<file path="src/rtl/piso_serializer.sv">
// WIDTH-bit parallel-in/serial-out shift register with simultaneous serial-in capture,
// selectable bit order, an EN shift tick and a BUSY/DONE word handshake.
module piso_serializer #(
    parameter int               WIDTH     = 8,
    parameter logic [WIDTH-1:0] INIT      = {WIDTH{1'b1}},
    parameter bit               MSB_FIRST = 1'b1
) (
    input  logic             clk,
    input  logic             rst,
    input  logic             EN,
    input  logic             LOAD,
    input  logic [WIDTH-1:0] PDATA,
    input  logic             SI,
    output logic             SO,
    output logic [WIDTH-1:0] PQ,
    output logic             BUSY,
    output logic             DONE,
    output logic             dbg_state
);

    localparam int CW = $clog2(WIDTH);

    typedef enum logic {
        IDLE  = 1'b0,
        SHIFT = 1'b1
    } state_t;

    state_t           state_q, state_d;
    logic [CW-1:0]    cnt_q, cnt_d;
    logic [WIDTH-1:0] sreg_q, sreg_d;
    logic             done_q, done_d;
    logic [WIDTH-1:0] shifted;

    // Handshake: LOAD is a request that is accepted only on an edge where BUSY=0;
    // BUSY acts as the inverse of ready, and DONE marks the first idle cycle after a word.
    assign shifted = MSB_FIRST ? {sreg_q[WIDTH-2:0], SI} : {SI, sreg_q[WIDTH-1:1]};

    always_ff @(posedge clk or posedge rst) begin
        if (rst) begin
            state_q <= IDLE;
            cnt_q   <= '0;
            sreg_q  <= INIT;
            done_q  <= 1'b0;
        end else begin
            state_q <= state_d;
            cnt_q   <= cnt_d;
            sreg_q  <= sreg_d;
            done_q  <= done_d;
        end
    end

    always_comb begin
        state_d = state_q;
        cnt_d   = cnt_q;
        sreg_d  = sreg_q;
        done_d  = 1'b0;
        case (state_q)
            IDLE: begin
                // LOAD wins over EN; no shift happens on the load edge.
                if (LOAD) begin
                    sreg_d  = PDATA;
                    cnt_d   = '0;
                    state_d = SHIFT;
                end
            end
            SHIFT: begin
                if (EN) begin
                    sreg_d = shifted;
                    if (cnt_q == CW'(WIDTH - 1)) begin
                        cnt_d   = '0;
                        state_d = IDLE;
                        done_d  = 1'b1;
                    end else begin
                        cnt_d = cnt_q + 1'b1;
                    end
                end
            end
            default: begin
                state_d = IDLE;
                cnt_d   = '0;
            end
        endcase
    end

    assign SO        = MSB_FIRST ? sreg_q[WIDTH-1] : sreg_q[0];
    assign PQ        = sreg_q;
    assign BUSY      = (state_q == SHIFT);
    assign DONE      = done_q;
    assign dbg_state = state_q;

endmodule

</file>
<file path="config.mk">
export PLATFORM = sky130hd
export DESIGN_NAME = piso_serializer
export DESIGN_NICKNAME = d
export VERILOG_FILES = /design/src/rtl/piso_serializer.sv
export SDC_FILE = /design/constraint.sdc
export NUM_CORES = 1
export LEC_CHECK = 0
export CORE_UTILIZATION = 45
export DETAILED_ROUTE_END_ITERATION = 7
export PLACE_DENSITY = 0.81
export SETUP_SLACK_MARGIN = 0.15
export SYNTH_ARGS = -nofsm -noshare
export SYNTH_HDL_FRONTEND = slang
export SYNTH_SLANG_ARGS = --single-unit
</file>
<file path="constraint.sdc">
create_clock -name clk -period 2.9 [get_ports clk]
set_input_delay 0.58 -clock clk [delete_from_list [all_inputs] [get_ports clk]]
set_output_delay 0.58 -clock clk [all_outputs]
set_load 0.005 [all_outputs]
</file>
==> impl_metrics.env <==
export IMPL_critPathMaxFanout=17
export IMPL_grt_pass1_vias=477
export IMPL_synth_top_family_by_area="simple AND/OR/NAND/NOR gates"
export IMPL_ys_warn_count=0
export IMPL_start_util_pct=49.8
export IMPL_drc=0
export IMPL_dr_pass1_iters=4
export IMPL_worstPathArrival_ns=1.53
export IMPL_syn_avg_cell_area_sq_um=10.9
export IMPL_nets=100
export IMPL_grt_max_degree=18
export IMPL_setup_violations=0
export IMPL_worstHoldPathType="register to register"
export IMPL_setup_tns_ns=0
export IMPL_path_buf_inv=1
export IMPL_ant_nets=0
export IMPL_io_pins=25
export IMPL_muxShareOfSynthArea_pct=10.4
export IMPL_crit_slowest_cell="dfrtp_1"
export IMPL_grt_pass1_wl_microns=1960
export IMPL_antenna_found_initial=0
export IMPL_portBuffers=24
export IMPL_post_cts_buffers=0
export IMPL_synth_top_cell_area_share_pct=31.6
export IMPL_synthTopCellsByArea="dfstp_2 (32%), dfrtp_1 (19%), mux2i_1 (6.0%)"
export IMPL_layout_common_cells="clkdlybuf4s50_1 (24), nand2_1 (9), dfstp_2 (8)"
export IMPL_hpwlAfterDp_microns=967
export IMPL_fillers=107
export IMPL_tightest_slew_ns=0.505
export IMPL_cpPeakStageDelay_ns=0.66
export IMPL_synth_cells=61
export IMPL_critical_path_top_delay_family="flip-flops"
export IMPL_ys_seq_area_share_pct=50.5
export IMPL_crit_required_ns=2.32
export IMPL_cts_root_buf="clkbuf_4"
export IMPL_slew_violations=0
export IMPL_power_leakage_nw=0.399
export IMPL_wl_per_cell_microns=13.2
export IMPL_dieWidth_microns=40.4
export IMPL_synth_compound_area_share_pct=14.1
export IMPL_ctsLongestPathBuffers=2
export IMPL_start_kind="register"
export IMPL_fp_dieH_microns=40.4
export IMPL_cts_tree="yes"
export IMPL_fin_util_pct=68.6
export IMPL_maxCapViolCount=0
export IMPL_rsz0062_at_grt="no"
export IMPL_yosys_area_top_type="dfstp_2"
export IMPL_yosys_area_share_simple_pct=15.4
export IMPL_powerDensity_nw_per_um2=863
export IMPL_clkTransAtPathRegs_ns=0.07
export IMPL_fmax_ghz=0.473
export IMPL_period_share_pct=72.9
export IMPL_core_area_sq_um=1330
export IMPL_wirelength_microns=1310
export IMPL_yosys_area_share_xor_xnor_pct=0
export IMPL_hold_viol_final=0
export IMPL_via_count=523
export IMPL_ys_seq_elements=13
export IMPL_timing_final_crit_period_ns=2.11
export IMPL_grt_use_total_pct=18.6
export IMPL_cp_end_kind="output pin"
export IMPL_cts_resized=0
export IMPL_cts_sinks=13
export IMPL_status="finished, final reports clean"
export IMPL_area_growth_synth_to_final_pct=37.7
export IMPL_mostFrequentLayoutCell="clkdlybuf4s50_1"
export IMPL_clk_latency_ns=0.28
export IMPL_drt_iter0_drc=16
export IMPL_fin_skew_ns=0.00460
export IMPL_crit_type="register to output pin"
export IMPL_path_cells="clkdlybuf4s50_1"
export IMPL_cts_max_level=1
export IMPL_antenna_cells=0
export IMPL_synth_nets=76
export IMPL_numCtsBuffers=3
export IMPL_std_cell_rows=13
export IMPL_hold_buffers=0
export IMPL_die_area_sq_um=1630
export IMPL_ys_types=21
export IMPL_mappedNetlistArea_sq_um=664
export IMPL_place_gp_congestion=0.713
export IMPL_max_vdd_ir_drop_uv=397
export IMPL_slew_headroom_pct=66.3
export IMPL_synth_fa_ha_area_share_pct=3.77
export IMPL_overflow=0
export IMPL_drive_gt1_share_pct=15.5
export IMPL_routed_via_density=5.28
## layout make-up
| class | instances | area, sq um | area share (%) |
|---|---|---|---|
| Clock buffer | 4 | 26.3 | 2.87 |
| Timing Repair Buffer | 24 | 240 | 26.3 |
| Inverter | 1 | 3.75 | 0.410 |
| Multi-Input combinational cell | 42 | 290 | 31.7 |
| Tap cell | 15 | 18.8 | 2.05 |
| Sequential cell | 13 | 335 | 36.7 |
## final timing paths
check | startpoint | endpoint | slack [ns] | cells after the start
worst min register to register | PQ[2] | PQ[2] | 0.48 | 2
max in group asynchronous | rst | PQ[1] | 1.93 | 2
worst min-delay path | PQ[2] | PQ[2] | 0.48 | 2
worst max register to register | BUSY | PQ[0] | 1.57 | 3
min in group asynchronous | rst | cnt_q[2] | 0.62 | 2
worst max-delay path | BUSY | BUSY | 0.79 | 1
## registers in the layout (all words and copies together), names as in the netlist
register / count
BUSY: 1
PQ: 8
cnt_q: 3
DONE: 1
## routing by layer
metal	wire length (microns)	global-route usage [%]	vias up
li1	-	-	263
met1	585	23.5	245
met2	661	28.6	11
met3	31	5.00	4
met4	25	10.0	0
met5	0	0	-
## synth_stat cells
| cell type | number |
|---|---|
| a211oi_1 | 3 |
| a21oi_1 | 3 |
| a22o_1 | 3 |
| a22oi_1 | 4 |
| and2_1 | 1 |
| and3_1 | 1 |
| buf_2 | 1 |
| buf_4 | 4 |
| dfrtp_1 | 5 |
| dfstp_2 | 8 |
| ha_1 | 2 |
| inv_1 | 1 |
| mux2_4 | 1 |
| mux2i_1 | 4 |
| mux2i_2 | 1 |
| nand2_1 | 9 |
| nand2b_1 | 1 |
| nand3_1 | 2 |
| nand3b_1 | 1 |
| nor2_1 | 2 |
| nor2b_1 | 4 |
## per-stage QoR
stage	hold slack (ns)	cell area (sq um)	setup WS [ns]	power [mW]	std cells
after floorplan	0.451	664	1.59	0.521	61
after global placement	0.459	888	0.977	0.671	95
after detailed placement	0.468	888	0.948	0.683	95
after CTS	0.479	915	0.761	0.798	99
after global routing	0.500	915	0.671	0.846	99
final	0.478	915	0.787	0.789	99
## kinds of logic (layout without fill, tap and decap cells)
| group | Yosys count | after routing |
|---|---|---|
| fa+ha+maj | 2 | 2 |
| mux | 6 | 6 |
| flops | 13 | 13 |
| simple gates | 21 | 21 |
| buf+inv | 6 | 29 |
| compound gates | 13 | 13 |
## tightest hold or removal path, delay by kind of cell, from the launching register on
kind / cells / cell delay (ns)
flops: 1 / 0.38
simple gates: 2 / 0.10
## power breakdown
part           leakage [nW]  total, mW  internal, mW  switching (mW)
clock network        0.0150      0.112        0.0534          0.0583
registers             0.143      0.362         0.290          0.0724
logic                 0.241      0.315         0.211           0.105
No activity file was read; power rests on OpenSTA's default activity.
